File: src/rtl/board_move_collector.sv
// board_move_collector
// Round-robin gatherer over the eight column move FIFOs. Pops one move at a
// time, discards moves flagged invalid, streams the survivors on a single
// valid/ready port and reports done once every column has finished and all
// column FIFOs are drained. All outputs are registered.
module board_move_collector #(
  parameter int NCOL = 8,
  parameter int MW   = 19,
  parameter int CW   = 8
) (
  input  logic                 clk,
  input  logic                 reset_n,
  input  logic                 start,
  input  logic [NCOL-1:0]      col_done,
  input  logic [NCOL-1:0]      col_empty,
  input  logic [NCOL*MW-1:0]   col_data,
  output logic [NCOL-1:0]      col_rden,
  output logic [MW-1:0]        out_move,
  output logic                 out_valid,
  input  logic                 out_ready,
  output logic [CW-1:0]        move_count,
  output logic [CW-1:0]        drop_count,
  output logic                 busy,
  output logic                 done
);

  localparam int PW = $clog2(NCOL);
  localparam logic [PW-1:0]   PTR_LAST = PW'(NCOL - 1);
  localparam logic [NCOL-1:0] COL_ONE  = NCOL'(1);
  localparam logic [NCOL-1:0] COL_NONE = NCOL'(0);
  localparam logic [CW-1:0]   CNT_ONE  = CW'(1);
  localparam logic [CW-1:0]   CNT_ZERO = CW'(0);
  localparam logic [CW-1:0]   CNT_MAX  = {CW{1'b1}};
  localparam logic [MW-1:0]   MOVE_ZERO = MW'(0);

  typedef enum logic [2:0] {
    ST_IDLE = 3'd0,
    ST_SCAN = 3'd1,
    ST_READ = 3'd2,
    ST_CAPT = 3'd3,
    ST_OUT  = 3'd4,
    ST_DONE = 3'd5
  } state_t;

  // Saturating increment: counters stick at their maximum instead of wrapping.
  function automatic logic [CW-1:0] sat_inc(input logic [CW-1:0] value);
    sat_inc = (value == CNT_MAX) ? value : (value + CNT_ONE);
  endfunction

  state_t          state_r;
  logic [PW-1:0]   rr_ptr_r;
  logic [PW-1:0]   sel_r;

  state_t          next_state_s;
  logic [PW-1:0]   next_rr_ptr_s;
  logic [PW-1:0]   next_sel_s;
  logic [NCOL-1:0] next_rden_s;
  logic [MW-1:0]   next_move_s;
  logic [CW-1:0]   next_move_count_s;
  logic [CW-1:0]   next_drop_count_s;
  logic            next_valid_s;
  logic            next_busy_s;
  logic            next_done_s;

  logic [MW-1:0]   col_words_s [NCOL];
  logic [MW-1:0]   capt_word_s;
  logic            found_s;
  logic            hit_s;
  logic [PW-1:0]   idx_s;
  logic [PW-1:0]   pick_s;

  genvar g;
  for (g = 0; g < NCOL; g++) begin : g_slice
    assign col_words_s[g] = col_data[g*MW +: MW];
  end

  assign capt_word_s = col_words_s[sel_r];

  // Round-robin search: first non-empty column starting just after rr_ptr.
  always_comb begin
    found_s = 1'b0;
    hit_s   = 1'b0;
    idx_s   = rr_ptr_r;
    pick_s  = rr_ptr_r;
    for (int i = 1; i <= NCOL; i++) begin
      idx_s   = rr_ptr_r + PW'(i);
      hit_s   = !found_s && !col_empty[idx_s];
      pick_s  = hit_s ? idx_s : pick_s;
      found_s = found_s | hit_s;
    end
  end

  // Next-state and next-output logic for the collection FSM.
  always_comb begin
    next_state_s      = state_r;
    next_rr_ptr_s     = rr_ptr_r;
    next_sel_s        = sel_r;
    next_rden_s       = COL_NONE;
    next_move_s       = out_move;
    next_move_count_s = move_count;
    next_drop_count_s = drop_count;

    case (state_r)
      ST_IDLE: begin
        if (start) begin
          next_move_count_s = CNT_ZERO;
          next_drop_count_s = CNT_ZERO;
          next_rr_ptr_s     = PTR_LAST;
          next_state_s      = ST_SCAN;
        end else begin
          next_state_s = ST_IDLE;
        end
      end
      ST_SCAN: begin
        if (found_s) begin
          next_sel_s    = pick_s;
          next_rr_ptr_s = pick_s;
          next_rden_s   = COL_ONE << pick_s;
          next_state_s  = ST_READ;
        end else if (&col_done) begin
          // Nothing eligible means every FIFO is empty as well.
          next_state_s = ST_DONE;
        end else begin
          next_state_s = ST_SCAN;
        end
      end
      ST_READ: begin
        next_state_s = ST_CAPT;
      end
      ST_CAPT: begin
        if (capt_word_s[MW-1]) begin
          next_drop_count_s = sat_inc(drop_count);
          next_state_s      = ST_SCAN;
        end else begin
          next_move_s  = capt_word_s;
          next_state_s = ST_OUT;
        end
      end
      ST_OUT: begin
        if (out_ready) begin
          next_move_count_s = sat_inc(move_count);
          next_state_s      = ST_SCAN;
        end else begin
          next_state_s = ST_OUT;
        end
      end
      ST_DONE: begin
        if (start) begin
          next_move_count_s = CNT_ZERO;
          next_drop_count_s = CNT_ZERO;
          next_state_s      = ST_SCAN;
        end else begin
          next_state_s = ST_DONE;
        end
      end
      default: begin
        next_state_s = ST_IDLE;
      end
    endcase

    next_valid_s = (next_state_s == ST_OUT);
    next_done_s  = (next_state_s == ST_DONE);
    next_busy_s  = (next_state_s != ST_IDLE) && (next_state_s != ST_DONE);
  end

  // State register and registered outputs; reset drops everything at once.
  always_ff @(posedge clk or negedge reset_n) begin
    if (!reset_n) begin
      state_r    <= ST_IDLE;
      rr_ptr_r   <= PTR_LAST;
      sel_r      <= PW'(0);
      col_rden   <= COL_NONE;
      out_move   <= MOVE_ZERO;
      out_valid  <= 1'b0;
      move_count <= CNT_ZERO;
      drop_count <= CNT_ZERO;
      busy       <= 1'b0;
      done       <= 1'b0;
    end else begin
      state_r    <= next_state_s;
      rr_ptr_r   <= next_rr_ptr_s;
      sel_r      <= next_sel_s;
      col_rden   <= next_rden_s;
      out_move   <= next_move_s;
      out_valid  <= next_valid_s;
      move_count <= next_move_count_s;
      drop_count <= next_drop_count_s;
      busy       <= next_busy_s;
      done       <= next_done_s;
    end
  end

endmodule
File: config.mk
export PLATFORM = sky130hd
export DESIGN_NAME = board_move_collector
export DESIGN_NICKNAME = d
export VERILOG_FILES = /design/src/rtl/board_move_collector.sv
export SDC_FILE = /design/constraint.sdc
export NUM_CORES = 1
export LEC_CHECK = 0
export CELL_PAD_IN_SITES_DETAIL_PLACEMENT = 0
export CELL_PAD_IN_SITES_GLOBAL_PLACEMENT = 2
export CORE_UTILIZATION = 24
export DETAILED_ROUTE_END_ITERATION = 10
export MAX_ROUTING_LAYER = met4
export PLACE_DENSITY = 0.81
export REMOVE_ABC_BUFFERS = 1
export SLEW_MARGIN = 20
export SYNTH_ARGS = -nofsm -noshare
export SYNTH_HDL_FRONTEND = slang
export SYNTH_SLANG_ARGS = --single-unit
File: constraint.sdc
create_clock -name clk -period 4.1 [get_ports clk]
set_input_delay 1.23 -clock clk [delete_from_list [all_inputs] [get_ports clk]]
set_output_delay 1.23 -clock clk [all_outputs]
set_load 0.01 [all_outputs]
After elaboration in Yosys (flattened, before gate mapping) --
Index checks and enable logic that the tools add are counted.
Cells by class: reductions and logical operators 34, muxes and demuxes 46, bitwise operators 9, shifts and indexed selects 1, order comparisons 9, add/sub/neg operators 9, equal/unequal tests 17
Operators by type and width (count):
- 19-bit binary-select mux with 3-bit select | 1
- 8-bit 2-to-1 mux | 7
- 3-bit 2-to-1 mux | 15
- 19-bit 2-to-1 mux | 2
- 3-bit by 4-bit less-than comparator with 1-bit output, second input constant | 8
- 8-bit one-hot mux with 2 select lines | 2
- 1-bit binary-select mux with 3-bit select | 8
- 3-bit one-hot mux with 6 select lines | 1
- 8-bit by 1-bit adder with 8-bit output, second input constant | 2
- 8-bit equality test, second input constant | 2
- 1-bit logical NOT | 14
- 3-bit adder, second input constant | 4
- 3-bit equality test, second input constant | 4
- 2-bit != test, second input constant | 6
- 1-bit 2-to-1 mux | 9
- 1-bit logical AND | 8
- 4-bit AND reduction | 2
- 8-bit AND reduction | 1
- 1-bit by 3-bit left shift with 8-bit output, first input constant | 1
- 1-bit OR | 7
- 3-bit by 2-bit adder with 3-bit output, second input constant | 2
- 3-bit by 2-bit equality test with 1-bit output, second input constant | 2
- 3-bit one-hot mux with 2 select lines | 1
- 2-bit nonzero test | 3
- other kinds (12) | 13
Word-level totals: register bits after elaboration 54, output and inout port bits 46, input port bits 172, word-level logic and storage cells 135

Depth between registers and ports, before layout --
word-level depth 28, depth in mapped cells 12, gate-level depth less buffers 9

Worst setup path before layout --
No wires, ideal clock.
path type register to register, start register rr_ptr_r[1], end register col_rden[1], buffers on the path 3, arrival time 3.735 ns, cell stages (with the launch flop) 13, required time 4.027 ns, setup slack 0.293 ns, setup time 0.073 ns, clock period less this slack 3.807 ns, cells stage by stage dfstp_2 > buf_4 > clkbuf_1 > inv_1 > ha_1 > buf_2 > mux2_1 > mux4_2 > nor4_1 > a2111oi_4 > xnor2_1 > or3_1 > nor2b_1
Between the ends: cells in the longest elaborated chain, start to end 27, elaborated cells on any way between the ends 62, those cells by class add/sub (7); shift (1); mux (26); bitwise (7); reduce/logical (21)
RTL lines:
- start: declaration | line 51 | logic [PW-1:0] rr_ptr_r;
- start signal: assignment | line 181 | rr_ptr_r <= next_rr_ptr_s;
- 3-bit by 2-bit adder with 3-bit output | line 86 | idx_s = rr_ptr_r + PW'(i);
- 1-bit binary-select mux with 3-bit select | line 87 | hit_s = !found_s && !col_empty[idx_s];
- 1-bit 2-to-1 mux (not written as such) | line 87
- 1-bit logical NOT | line 87
- 1-bit logical AND | line 87
- 1-bit OR | line 89 | found_s = found_s | hit_s;
- 1-bit logical NOT | line 87
- 1-bit logical AND | line 87
- [... 12 more ...]
- 1-bit OR | line 89
- 1-bit logical NOT | line 87
- 1-bit logical AND | line 87
- 3-bit 2-to-1 mux | line 88 | pick_s = hit_s ? idx_s : pick_s;
- 1-bit by 3-bit left shift with 8-bit output | line 118 | next_rden_s = COL_ONE << pick_s;
- 8-bit 2-to-1 mux (*) | line 115 | if (found_s) begin
- 8-bit 2-to-1 mux (*) | line 103 | case (state_r)
- named net next_rden_s[1] | line 57 | logic [NCOL-1:0] next_rden_s;
- end signal: assignment | line 183 | col_rden <= next_rden_s;
- end: declaration | line 17 | output logic [NCOL-1:0] col_rden,
The timed path passes the listed nets; every way through them passes the cells marked *. The select of a mux whose other input is x is not followed. A chain may end at the register's enable or synchronous reset.

Worst setup path in the final report --
start input col_empty[3], end register col_rden[0]
Between the ends: cells in the longest elaborated chain, start to end 26, elaborated cells on any way between the ends 55, those cells by class shift (1); mux (26); bitwise (7); reduce/logical (21)
RTL lines:
- start: declaration | line 15 | input logic [NCOL-1:0] col_empty,
- 1-bit binary-select mux with 3-bit select | line 87
- 1-bit 2-to-1 mux (not written as such) | line 87
- 1-bit logical NOT | line 87
- 1-bit logical AND | line 87
- 1-bit OR | line 89
- 1-bit logical NOT | line 87
- 1-bit logical AND | line 87
- 1-bit OR | line 89
- [... 11 more ...]
- 1-bit OR | line 89
- 1-bit logical NOT | line 87
- 1-bit logical AND | line 87
- 3-bit 2-to-1 mux | line 88
- 1-bit by 3-bit left shift with 8-bit output | line 118
- 8-bit 2-to-1 mux (*) | line 115
- 8-bit 2-to-1 mux (*) | line 103
- named net next_rden_s[0] | line 57
Marks and branches as above.

==> flow_metrics.py <==
metrics = {
    "timing": {
        "rsz0062_at_grt": "no",
        "max_slew_margin": 0.448,
        "finalSetupViolCount": 0,
        "timing.hold.ws_ns": 0.532,
        "fmax_mhz": 261,
        "hold_violations": 0,
        "tightest_slew_ns": 0.829,
        "tns_ns": 0,
        "fin_crit_ns": 3.84,
        "fin_crit_sh": 0.936,
        "drv_slew": 0,
        "clock_skew_ns": 0.00494,
    },
    "power": {
        "p_per_area_nw_per_um2": 664,
        "p_leak_nw": 2.73,
        "ir_drop_v": 0.000295,
    },
    "clock_network": {
        "clkTransAtPathRegs_ns": 0.07,
        "cts_inserted_buffers": 5,
        "cts_buffer_depth": 2,
        "clock_latency_ns": 0.29,
        "post_cts_buffers": 0,
        "htreeDepth": 2,
        "cts-resized-gates": 0,
        "cts_tree": "done",
        "cts-hold-fix-buffers": 0,
        "cts_root_buf": "clkbuf_16",
        "cts_sinks": 54,
    },
    "critical_path": {
        "worstPathArrival_ns": 4.06,
        "required_ns": 4.32,
        "path_max_fanout": 8,
        "criticalPathCategory": "input pin to flop",
        "reg2reg_slack_ns": 0.58,
        "cp-start-kind": "input pin",
        "worst_setup_path_end_kind": "flop",
    },
    "synth": {
        "synth_edf_count": 0,
        "netlist_top_cells_area": "dfrtp_1 (29%), mux4_2 (26%), mux2i_1 (5.7%)",
        "synth.most_common_cell": "dfrtp_1",
        "synthArstFlopShare": 1.00,
        "post_synth_num_cell_types": 65,
        "syn_avg_cell_area_um2": 11.2,
        "ys_ff_latch": 54,
        "yosysWarningCount": 0,
        "yosys.area.top_type": "dfrtp_1",
        "synth_top_cells_by_count": "dfrtp_1 (51), mux4_2 (50), nor2_1 (47)",
        "synth_top_area_frac": 0.292,
        "seq_area_frac_synth": 0.310,
        "syn_inst": 392,
        "synth.cell_area_um2": 4370,
        "synth_ff_type": "dfrtp_1",
    },
    "run": {
        "max-cap-violations": 0,
    },
    "drt": {
        "vias": 4098,
        "vias_per_cell": 4.92,
        "drt_wl_total_um": 15300,
        "drc": 0,
        "drtAntennaViolNets": 0,
        "first_iter_violations": 171,
        "avgRoutedWirePerCell_um": 18.3,
        "drt_pass1_iterations": 5,
    },
    "global_route": {
        "gr-total-overflow": 0,
        "top_usage_layer": "met2",
        "use_met3": 0.0285,
        "grt_start_max_net_pins": 37,
        "grt_pass1_wl_um": 22900,
        "grtUsageMet1": 0.196,
        "grt_pass1_vias": 4076,
        "antenna_found_initial": 1,
        "track_usage": 0.165,
        "grt_util_met2": 0.289,
    },
    "floorplanning": {
        "rows": 48,
        "die_area_um2": 18800,
        "die_y_um": 137,
        "core_um2": 17500,
        "fp.dieW_um": 137,
        "initial_utilization": 0.249,
        "pin_count": 218,
    },
    "status": {
        "status": "finished, final reports clean",
    },
    "layout": {
        "syn_to_final_growth_pct": 59.8,
        "fin_nets": 782,
        "drive_gt1_frac": 0.176,
        "fill_cells": 1701,
    },
    "min_path": {
        "hp-class": "flop to flop",
    },
    "placement": {
        "io_buffers": 216,
        "hpwlAfterDp_um": 12300,
        "routabilityCongestion": 0.859,
    },
}
sequential cells by signal, summed over array words and instances (netlist names), 3 cells and up:
register	count
col_rden	8
move_count	8
state_r	3
drop_count	8
out_move	18
rr_ptr_r	3
sel_r	3
path summary, 6_finish.rpt:
| kind | start | endpoint | cells after the start |
|---|---|---|---|
| max | col_empty[3] | col_rden[0]$_DFF_PN0_ | 8 |
| min | out_move[16]$_DFFE_PN0P_ | out_move[16]$_DFFE_PN0P_ | 2 |
| max reg2reg | rr_ptr_r[1]$_DFFE_PN1P_ | col_rden[0]$_DFF_PN0_ | 9 |
| min reg2reg | out_move[16]$_DFFE_PN0P_ | out_move[16]$_DFFE_PN0P_ | 2 |
| max in group asynchronous | reset_n | move_count[6]$_DFFE_PN0P_ | 2 |
| min in group asynchronous | reset_n | out_move[2]$_DFFE_PN0P_ | 1 |
per-layer routing:
| layer | share of wire | vias up |
|---|---|---|
| met5 | 0 | - |
| met4 | 0.014 | 0 |
| met3 | 0.076 | 16 |
| met2 | 0.51 | 144 |
| met1 | 0.40 | 2002 |
| li1 | - | 1936 |
placed cells by master (no fill, tap or decap), drive strengths merged, types with 2 or more instances in the layout:
master / Yosys / layout
nor4: 2 / 2
o21a: 3 / 3
clkdlybuf4s50: 0 / 215
mux4: 52 / 52
a2111oi: 3 / 3
nand2b: 4 / 4
ha: 4 / 4
and3: 8 / 8
nor3: 7 / 7
a211oi: 3 / 3
mux2i: 26 / 26
nor2: 48 / 48
or2: 5 / 5
nand4: 7 / 7
or3: 4 / 4
xnor2: 4 / 4
dfrtp: 51 / 51
buf: 13 / 17
a21oi: 24 / 24
a22o: 2 / 2
clkinv: 0 / 2
nor2b: 9 / 9
xor2: 11 / 11
nand2: 18 / 18
inv: 10 / 10
mux2: 12 / 12
o21ai: 12 / 12
dfstp: 3 / 3
clkbuf: 12 / 5
nand3: 11 / 11
layout make-up:
type / count / area (um2) / share of cell area
Multi-Input combinational cell: 303 / 2870 / 0.410
Antenna cell: 1 / 2.50 / 0.000358
Inverter: 10 / 37.5 / 0.00537
Clock inverter: 3 / 40.0 / 0.00573
Clock buffer: 5 / 125 / 0.0179
Timing Repair Buffer: 232 / 2280 / 0.326
Sequential cell: 54 / 1360 / 0.194
Tap cell: 225 / 282 / 0.0403
through the flow:
step | cell area (um2) | worst slack (ns) | power (W) | std cells | utilization
floorplan | 4260 | -0.0357 | 0.00304 | 367 | -
global placement | 6820 | 0.0990 | 0.00418 | 824 | 0.389
detailed placement | 6820 | 0.00340 | 0.00421 | 824 | 0.389
CTS | 6990 | 0.302 | 0.00471 | 832 | 0.398
global route | 6990 | 0.136 | 0.00502 | 833 | 0.399
finish | 6990 | 0.262 | 0.00464 | 833 | 0.399
worst max-delay path: stages:
cell and delay, ns:
clkdlybuf4s50_1 0.53, mux2_1 0.36, mux4_2 0.53, nor4_1 0.61, a2111oi_4 0.14, xnor2_1 0.17
or3_1 0.38, nor2b_1 0.12
power breakdown:
group          switching (W)  total [W]  internal (W)
clock               0.000187   0.000473      0.000286
combinational        0.00152    0.00320       0.00168
sequential          0.000215   0.000967      0.000751
cell families (layout without fill, tap and decap cells):
logic type | after synthesis | after routing | share of synthesized area
compound gates | 62 | 62 | 0.0993
xor+xnor | 15 | 15 | 0.0318
fa+ha+maj | 4 | 4 | 0.0114
buf+inv | 35 | 250 | 0.0340
flops | 54 | 54 | 0.310
mux | 90 | 90 | 0.363
other cells | 1 | 2 | 0.000858
simple gates | 131 | 131 | 0.150
No activity file was read; power rests on OpenSTA's default activity.
